[src/rtl/video_frame_controller.sv]
// Frame-synchronous double buffer and view-select sequencer for the 7-segment video card.
// Optional blinking of masked digits is enabled by defining VIDEO_BLINK_EN.
module video_frame_controller #(
    parameter int FRAME_DIV    = 833333,
    parameter int DWELL_FRAMES = 60
`ifdef VIDEO_BLINK_EN
    , parameter int BLINK_FRAMES = 30
`endif
) (
    input  logic       Clock,
    input  logic       Reset_n,
    input  logic       Wr_En,
    input  logic [2:0] Wr_Addr,
    input  logic [7:0] Wr_Data,
    input  logic       Swap_Req,
    input  logic [1:0] Mode_Sel,
`ifdef VIDEO_BLINK_EN
    input  logic [7:0] Blink_Mask,
`endif
    output logic       Swap_Pending,
    output logic       Frame_Tick,
    output logic [7:0] Video_Input0,
    output logic [7:0] Video_Input1,
    output logic [7:0] Video_Input2,
    output logic [7:0] Video_Input3,
    output logic [7:0] Video_Input4,
    output logic [7:0] Video_Input5,
    output logic [7:0] Video_Input6,
    output logic [7:0] Video_Input7,
    output logic       Direct_Video_Map,
    output logic       Register_View
);

    localparam int FW  = $clog2(FRAME_DIV);
    localparam int DWW = (DWELL_FRAMES > 1) ? $clog2(DWELL_FRAMES) : 1;

    typedef enum logic [1:0] {HEX, DIRECT, REGV} modeState_t;

    logic [FW-1:0]  frameCnt;
    logic [DWW-1:0] dwellCnt;
    logic [7:0]     back  [8];
    logic [7:0]     front [8];
    logic [7:0]     videoOut [8];
    logic           doCopy;
    modeState_t     state;
    modeState_t     autoNext;

    assign doCopy = Frame_Tick && Swap_Pending;

    always_ff @(posedge Clock or negedge Reset_n) begin
        if (!Reset_n) begin
            frameCnt   <= '0;
            Frame_Tick <= 1'b0;
        end else begin
            Frame_Tick <= (frameCnt == FW'(FRAME_DIV - 1));
            if (frameCnt == FW'(FRAME_DIV - 1))
                frameCnt <= '0;
            else
                frameCnt <= frameCnt + 1'b1;
        end
    end

    // The copy reads the back buffer before this edge's write lands, so a
    // store in the copy cycle reaches the front only on the next swap.
    always_ff @(posedge Clock or negedge Reset_n) begin
        if (!Reset_n) begin
            for (int i = 0; i < 8; i++) begin
                back[i]  <= 8'h00;
                front[i] <= 8'h00;
            end
            Swap_Pending <= 1'b0;
        end else begin
            if (Wr_En)
                back[Wr_Addr] <= Wr_Data;
            if (doCopy)
                for (int i = 0; i < 8; i++)
                    front[i] <= back[i];
            if (Swap_Req)
                Swap_Pending <= 1'b1;
            else if (doCopy)
                Swap_Pending <= 1'b0;
        end
    end

    always_comb begin
        autoNext = HEX;
        case (state)
            HEX:     autoNext = REGV;
            REGV:    autoNext = DIRECT;
            DIRECT:  autoNext = HEX;
            default: autoNext = HEX;
        endcase
    end

    // Dwell is held at zero whenever auto-cycle is not selected, so entering
    // auto-cycle always starts a fresh dwell from the current view.
    always_ff @(posedge Clock or negedge Reset_n) begin
        if (!Reset_n) begin
            state            <= HEX;
            dwellCnt         <= '0;
            Direct_Video_Map <= 1'b0;
            Register_View    <= 1'b0;
        end else begin
            if (Mode_Sel != 2'b11)
                dwellCnt <= '0;
            if (Frame_Tick) begin
                case (Mode_Sel)
                    2'b00: begin
                        state <= HEX;    Direct_Video_Map <= 1'b0; Register_View <= 1'b0;
                    end
                    2'b01: begin
                        state <= DIRECT; Direct_Video_Map <= 1'b1; Register_View <= 1'b0;
                    end
                    2'b10: begin
                        state <= REGV;   Direct_Video_Map <= 1'b0; Register_View <= 1'b1;
                    end
                    default: begin
                        if (dwellCnt == DWW'(DWELL_FRAMES - 1)) begin
                            dwellCnt         <= '0;
                            state            <= autoNext;
                            Direct_Video_Map <= (autoNext == DIRECT);
                            Register_View    <= (autoNext == REGV);
                        end else begin
                            dwellCnt <= dwellCnt + 1'b1;
                        end
                    end
                endcase
            end
        end
    end

`ifdef VIDEO_BLINK_EN
    localparam int BW = (BLINK_FRAMES > 1) ? $clog2(BLINK_FRAMES) : 1;

    logic [BW-1:0] blinkCnt;
    logic          blinkPhase;
    logic          blinkWrap;
    logic          nextPhase;
    logic [7:0]    nextFront [8];

    assign blinkWrap = Frame_Tick && (blinkCnt == BW'(BLINK_FRAMES - 1));
    assign nextPhase = blinkWrap ? ~blinkPhase : blinkPhase;

    always_comb begin
        for (int i = 0; i < 8; i++)
            nextFront[i] = doCopy ? back[i] : front[i];
    end

    always_ff @(posedge Clock or negedge Reset_n) begin
        if (!Reset_n) begin
            blinkCnt   <= '0;
            blinkPhase <= 1'b1;
            for (int i = 0; i < 8; i++)
                videoOut[i] <= 8'h00;
        end else if (Frame_Tick) begin
            blinkPhase <= nextPhase;
            blinkCnt   <= blinkWrap ? '0 : blinkCnt + 1'b1;
            for (int i = 0; i < 8; i++)
                videoOut[i] <= (!nextPhase && Blink_Mask[i]) ? 8'hFF : nextFront[i];
        end
    end
`else
    always_comb begin
        for (int i = 0; i < 8; i++)
            videoOut[i] = front[i];
    end
`endif

    assign Video_Input0 = videoOut[0];
    assign Video_Input1 = videoOut[1];
    assign Video_Input2 = videoOut[2];
    assign Video_Input3 = videoOut[3];
    assign Video_Input4 = videoOut[4];
    assign Video_Input5 = videoOut[5];
    assign Video_Input6 = videoOut[6];
    assign Video_Input7 = videoOut[7];

endmodule

[config.mk]
export PLATFORM = sky130hd
export DESIGN_NAME = video_frame_controller
export DESIGN_NICKNAME = d
export VERILOG_FILES = /design/src/rtl/video_frame_controller.sv
export SDC_FILE = /design/constraint.sdc
export NUM_CORES = 1
export LEC_CHECK = 0
export ABC_CLOCK_PERIOD_IN_PS = 2110
export BUFFER_PORTS_ARGS = -buffer_cell sky130_fd_sc_hd__buf_2
export CORE_MARGIN = 8
export CORE_UTILIZATION = 45
export DETAILED_ROUTE_END_ITERATION = 7
export PLACE_DENSITY = 0.73
export SETUP_SLACK_MARGIN = 0.02
export SLEW_MARGIN = 20
export SYNTH_ARGS = -nofsm -noshare
export SYNTH_HDL_FRONTEND = slang
export SYNTH_SLANG_ARGS = --single-unit
export TNS_END_PERCENT = 30
[constraint.sdc]
create_clock -name Clock -period 2.11 [get_ports Clock]
set_input_delay 0.422 -clock Clock [delete_from_list [all_inputs] [get_ports Clock]]
set_output_delay 0.422 -clock Clock [all_outputs]
set_load 0.05 [all_outputs]
==> reports/metrics.csv, run 1 <==
metric;value;unit
ys async rst share;1.00;
synthesized-area fraction occupied by xor and xnor cells;0.0275;
Ports;85;
Slew @ Worst Pin;0.504;ns
Worst Setup End Kind;flip-flop;
Chip Width;135;um
via count;3766;
top_reg_cell synth;dfrtp_1;
Max Cap Violations;0;
die height;135;um
1st-iter DRT viols;266;
H-Tree Depth;4;
antenna viol nets, final;0;
vias in the first global route;4041;
Final HPWL DP;8810;um
total wire length;12900;um
final-report hold violation count;0;
final setup vio count;0;
Setup TNS Final;0;ns
Initial Utilization;0.459;
sw frac;0.230;
crit start category;flip-flop;
largest family of logic cells by synthesized area;multiplexers;
status;completed;
FMAX;535;MHz
routability cong.;0.839;
Switching Power;1.61;mW
Worst Path Max Fanout;6;
post-synthesis adder-cell area fraction;0.00589;
internal power;5.40;mW
clk sinks;160;
simple-gate share of the synthesized area;0.0745;
drt via density;5.22;
largest net degree at the start of global routing;65;
Comb power frac;0.059;
ANT cells;0;
Setup Skew;0.00947;ns
CTS tree;built;
clk_lat worst skew;0.42;ns
first-pass GRT wire length;21200;um
Slew Viols, Final;0;
layout cells sized above 1;0.500;
Die Area;18200;um^2
total CTS buffers;17;
all-layer global routing usage;0.150;
final period utilization;0.886;
FF+latch area;4000;um^2
Slew headroom;0.662;
peak supply drop;0.530;mV
clock network fraction of total power;0.445;
sequential power share;0.496;
filler instances;1115;
post-CTS resize count;0;
FF+latch count, synth;160;
WL/cell;17.8;um
WL met2;6720;um
syn_nets;447;
final core occ;0.556;
clock-pin slew on the worst setup and hold paths;0.06;ns
Multi-input gate area;2280;um^2
Residual DRC;0;
highest metal used;met4;
Post-synth EDFFs;0;
Required @ worst endpoint;2.41;ns
unrepaired setup endpoints after global routing;no;
IO Port Bufs;84;
Root Buffer;clkbuf_16;
fin crit period;1.87;ns
syn avg cell area;14.9;um^2
post-synthesis sequential area ratio;0.629;
Compound-Gate Fraction of Synth Area;0.0132;
Routed met3 length;404;um
synthesized cell area;6370;um^2
Yosys cell types;41;
Longest Clk Path Bufs;2;
Total Nets Final;549;
initial antenna violation count;0;
M1 wire length;5520;um
PD cells;909;nW/um^2
GR Overflow Total;0;
CP arrival;2.17;ns
leakage power;3.85;nW
post-synthesis mux area share;0.236;
core area;13900;um^2
Hold Path Class;in2reg;
first drt pass iteration count;4;
Ys Warns;0;
num rows;43;
Worst Setup Path Type;reg2reg;
Cells after Synth;427;
area grow syn2layout;21.1;%
## placed cells by master (no fill, tap or decap), types with 8 or more instances in the layout
| master | count |
|---|---|
| mux2_2 | 130 |
| nor2_1 | 21 |
| inv_1 | 8 |
| nand2_1 | 11 |
| nand4_1 | 10 |
| xor2_1 | 10 |
| buf_2 | 83 |
| xnor2_1 | 10 |
| clkbuf_16 | 17 |
| dfrtp_1 | 160 |
## through the flow
| step | cell area [um^2] | total power, mW | setup WS [ns] | cells | hold slack, ns |
|---|---|---|---|---|---|
| after detailed placement | 7100 | 3.95 | 0.270 | 689 | 0.404 |
| final | 7710 | 7.01 | 0.240 | 722 | 0.193 |
| after global placement | 7100 | 3.92 | 0.314 | 689 | 0.398 |
| after global routing | 7710 | 7.33 | 0.151 | 722 | 0.189 |
| after floorplan | 6370 | 3.75 | 0.399 | 427 | 0.126 |
| after CTS | 7710 | 7.10 | 0.236 | 722 | 0.177 |
## synthesized netlist by cell type, types with 2 or more instances
master      n  share of area
a21o_1      2         0.0024
clkbuf_1   11         0.0065
dfrtp_1   160           0.63
ha_1        3         0.0059
inv_1       8         0.0047
mux2_2    130           0.23
mux2i_1     4         0.0063
nand2_1    12         0.0071
nand2b_1    2         0.0020
nand3_1     6         0.0047
nand4_1    10         0.0098
nand4b_1    3         0.0041
nor2_1     21          0.012
nor3_1      4         0.0031
nor3_2      2         0.0031
nor3b_1     2         0.0024
nor3b_2     2         0.0039
o21ai_0     3         0.0024
or4_1       2         0.0024
xnor2_1    10          0.014
xor2_1     10          0.014
## final timing paths
| path | start | to | slack (ns) | cells past startpoint |
|---|---|---|---|---|
| worst max-delay path | frameCnt[4]$_DFF_PN0_ | frameCnt[1]$_DFF_PN0_ | 0.24 | 4 |
| worst min-delay path | Swap_Req | Swap_Pending$_DFFE_PN0P_ | 0.19 | 2 |
| worst max register to register | frameCnt[4]$_DFF_PN0_ | frameCnt[1]$_DFF_PN0_ | 0.24 | 4 |
| worst min register to register | Video_Input5[0]$_DFFE_PN0P_ | Video_Input5[0]$_DFFE_PN0P_ | 0.50 | 1 |
| max in group asynchronous | Reset_n | Video_Input1[7]$_DFFE_PN0P_ | 0.96 | 3 |
| min in group asynchronous | Reset_n | back[34]$_DFFE_PN0P_ | 0.53 | 2 |
## routing by layer
layer	vias to the layer above	GRT usage
li1	1722	-
met1	1955	0.184
met2	70	0.249
met3	19	0.0327
met4	0	0.0666
met5	-	0
## registers in the layout (all words and copies together) (netlist names)
signal / flops
Video_Input1: 8
Video_Input7: 8
Swap_Pending: 1
Video_Input3: 8
Video_Input0: 8
Direct_Video_Map: 1
dwellCnt: 6
Frame_Tick: 1
frameCnt: 20
state: 2
Register_View: 1
Video_Input6: 8
Video_Input2: 8
back: 64
Video_Input4: 8
Video_Input5: 8
## worst max-delay path: stages (launching register included)
cell	delay [ns]
dfrtp_1	0.44
nand4_1	0.15
or4_4	0.51
nor4_4	0.40
and2b_2	0.26
## timing repair
action,4_1_cts,5_1_grt
hold buffers,1,0
buffers inserted,0,0
setup endpoints to repair,0,0
hold endpoints to repair,45,0
## power by group through the flow
stage / sequential, mW / combinational [mW] / clock, mW
2_1_floorplan: 3.48 / 0.272 / 0
3_3_place_gp: 3.52 / 0.401 / 0
3_5_place_dp: 3.53 / 0.420 / 0
4_1_cts: 3.48 / 0.425 / 3.19
5_1_grt: 3.51 / 0.460 / 3.36
6_report: 3.48 / 0.416 / 3.12
## kinds of logic (layout without fill, tap and decap cells)
family	after synthesis	count (layout)
simple gates	78	78
compound gates	11	11
buf+inv	21	136
xor+xnor	20	20
mux	134	134
flops	160	160
fa+ha+maj	3	3
## layout make-up
type	instances	area share
multi-input combinational	246	0.295
sequential	160	0.519
timing repair buffer	96	0.0738
clock buffer	18	0.0569
tap	180	0.0292
inverter	8	0.00389
clock inverter	14	0.0219
Power figures use the tool's default switching activity.
==> inputs of run 2 (changes only) <==
==> constraint.sdc (replaced) <==
create_clock -name Clock -period 2.11 [get_ports Clock]
set_input_delay 0.1055 -clock Clock [delete_from_list [all_inputs] [get_ports Clock]]
set_output_delay 0.1055 -clock Clock [all_outputs]
set_load 0.05 [all_outputs]
==> reports/metrics.csv, run 2 (synthesis gave the netlist of run 1 again) <==
metric;value;unit;change
status;completed;;unchanged
total CTS buffers;17;;unchanged
pre-CTS setup slack;0.181;ns;was 0.270 ns
Slew @ Worst Pin;0.764;ns;was 0.504 ns
leakage power;3.81;nW;was 3.85 nW
most common cell after layout, fill and taps aside;dfrtp_1;;unchanged
hold slack;0.0391;ns;was 0.193 ns
worst path cell trace;nand4_1 -> or4_4 -> nor4_4 -> buf_4 -> nor2_1;;was nand4_1 -> or4_4 -> nor4_4 -> and2b_2
Crit path largest cell delay;0.51;ns;about the same
initial antenna violation count;0;;unchanged
Critical-path top delay cell;or4_4;;unchanged
Initial Utilization;0.459;;unchanged
Slew headroom;0.488;;was 0.662
Slew Viols, Final;0;;unchanged
fin crit period;1.98;ns;was 1.87 ns
highest-count cells in the layout ignoring fill and taps;dfrtp_1 (160), mux2_2 (130), buf_2 (83), nor2_1 (21), clkbuf_16 (17);;unchanged
unrepaired setup endpoints after global routing;no;;unchanged
PD cells;894;nW/um^2;was 909 nW/um^2
post-CTS resize count;0;;unchanged
vias in the first global route;4047;;was 4041
FF+latch area;4000;um^2;unchanged
Setup TNS Final;0;ns;unchanged
non-filler cells, final;721;;was 722
reg2reg path depth;5;;was 4
antenna viol nets, final;0;;unchanged
Ports;85;;unchanged
Worst Setup Path Type;reg2reg;;unchanged
Root Buffer;clkbuf_16;;unchanged
area grow syn2layout;20.4;%;was 21.1%
Max Cap Violations;0;;unchanged
peak supply drop;0.552;mV;was 0.530 mV
Buf/Inv on CP;1;;was 0
core area;13900;um^2;unchanged
clock-pin slew on the worst setup and hold paths;0.06;ns;about the same
GR Overflow Total;0;;unchanged
CP Depth;5;;was 4
drt via density;5.21;;was 5.22
final-report hold violation count;0;;unchanged
Worst R2R Start;frameCnt[4]$_DFF_PN0_;;unchanged
first-pass GRT wire length;21700;um;was 21200 um
routability cong.;0.867;;was 0.839
final period utilization;0.937;;was 0.886
all-layer global routing usage;0.155;;was 0.150
WL/cell;18.3;um;was 17.8 um
final worst slack;0.133;ns;was 0.240 ns
via count;3758;;was 3766
# placed instances;686;;was 689
H-Tree Depth;4;;unchanged
CTS tree;built;;unchanged
Comb power frac;0.061;;was 0.059
Chip Width;135;um;unchanged
Largest regs;back (64), frameCnt (20);;unchanged
ANT cells;0;;unchanged
Final HPWL DP;8940;um;was 8810 um
worst reg-to-reg setup slack;0.13;ns;was 0.24 ns
IO Port Bufs;84;;unchanged
first drt pass iteration count;4;;unchanged
Multi-input gate area;2280;um^2;unchanged
FMAX;506;MHz;was 535 MHz
Biggest register;back;;unchanged
internal power;5.29;mW;was 5.40 mW
crit path from;frameCnt[4]$_DFF_PN0_;;unchanged
Total Nets Final;548;;was 549
Required @ worst endpoint;2.41;ns;about the same
Switching Power;1.57;mW;was 1.61 mW
filler instances;1129;;was 1115
Worst Path Max Fanout;7;;was 6
Worst Setup End Kind;flip-flop;;unchanged
Residual DRC;0;;unchanged
num rows;43;;unchanged
Top delay family on crit path;simple AND/OR/NAND/NOR gates;;unchanged
largest net degree at the start of global routing;65;;unchanged
Setup Skew;0.00816;ns;was 0.00947 ns
Worst Setup EP;frameCnt[12]$_DFF_PN0_;;was frameCnt[1]$_DFF_PN0_
Die Area;18200;um^2;unchanged
Longest Clk Path Bufs;2;;unchanged
clk_lat worst skew;0.42;ns;about the same
1st-iter DRT viols;176;;was 266
sw frac;0.229;;was 0.230
total wire length;13200;um;was 12900 um
max FFs per register;64;;unchanged
crit start category;flip-flop;;unchanged
sequential power share;0.507;;was 0.496
layout cells sized above 1;0.494;;was 0.500
die height;135;um;unchanged
Hold Path Class;in2reg;;unchanged
FF-to-FF End;frameCnt[12]$_DFF_PN0_;;was frameCnt[1]$_DFF_PN0_
clk sinks;160;;unchanged
clock network fraction of total power;0.431;;was 0.445
Power Total;6.86;mW;was 7.01 mW
CP arrival;2.28;ns;was 2.17 ns
final setup vio count;0;;unchanged
## run 2: cell type report
type	instances	area share
Sequential cell	160	0.522
Multi-Input combinational cell	246	0.297
Timing Repair Buffer	95	0.0723
Clock buffer	20	0.0596
Tap cell	180	0.0294
Clock inverter	12	0.0158
Inverter	8	0.00392
## run 2: through the flow
| stage | cell area (um^2) | util |
|---|---|---|
| finish | 7670 | 0.552 |
| detailed placement | 7060 | 0.509 |
| global route | 7670 | 0.552 |
| floorplan | 6370 | - |
| global placement | 7060 | 0.509 |
| CTS | 7670 | 0.552 |
## run 2: per-layer routing
layer / routed length, um / track usage / vias to the layer above
met5: 0 / 0 / -
met4: 305 / 0.0759 / 0
met3: 453 / 0.0383 / 20
met2: 6910 / 0.258 / 67
met1: 5520 / 0.183 / 1951
li1: - / - / 1720
## run 2: tightest hold or removal path: stages
cell	delay (ns)
buf_2	0.11
nand2_1	0.13
nor2_1	0.06
## run 2: how the worst min path moves through the flow
stage,startpoint,endpoint,slack [ns],cells after the start
floorplan,Reset_n,Direct_Video_Map$_DFFE_PN0P_,-0.19,0
finish,Mode_Sel[0],dwellCnt[5]$_DFF_PN0_,0.04,3
global placement,Reset_n,frameCnt[0]$_DFF_PN0_,0.07,1
CTS,Mode_Sel[0],dwellCnt[5]$_DFF_PN0_,0.02,3
detailed placement,Reset_n,Video_Input3[2]$_DFFE_PN0P_,0.08,1
global route,Mode_Sel[0],dwellCnt[1]$_DFF_PN0_,0.05,3
## run 2: power by group through the flow
stage / Sequential, mW / Combinational (mW) / Clock, mW
finish: 3.48 / 0.420 / 2.96
global route: 3.52 / 0.467 / 3.15
global placement: 3.51 / 0.397 / 0
CTS: 3.48 / 0.432 / 3.01
detailed placement: 3.53 / 0.421 / 0
floorplan: 3.48 / 0.272 / 0
## run 2: timing repair
item	4_1_cts	5_1_grt
hold endpoints to repair	47	0
buffers inserted	0	0
hold buffers	3	0
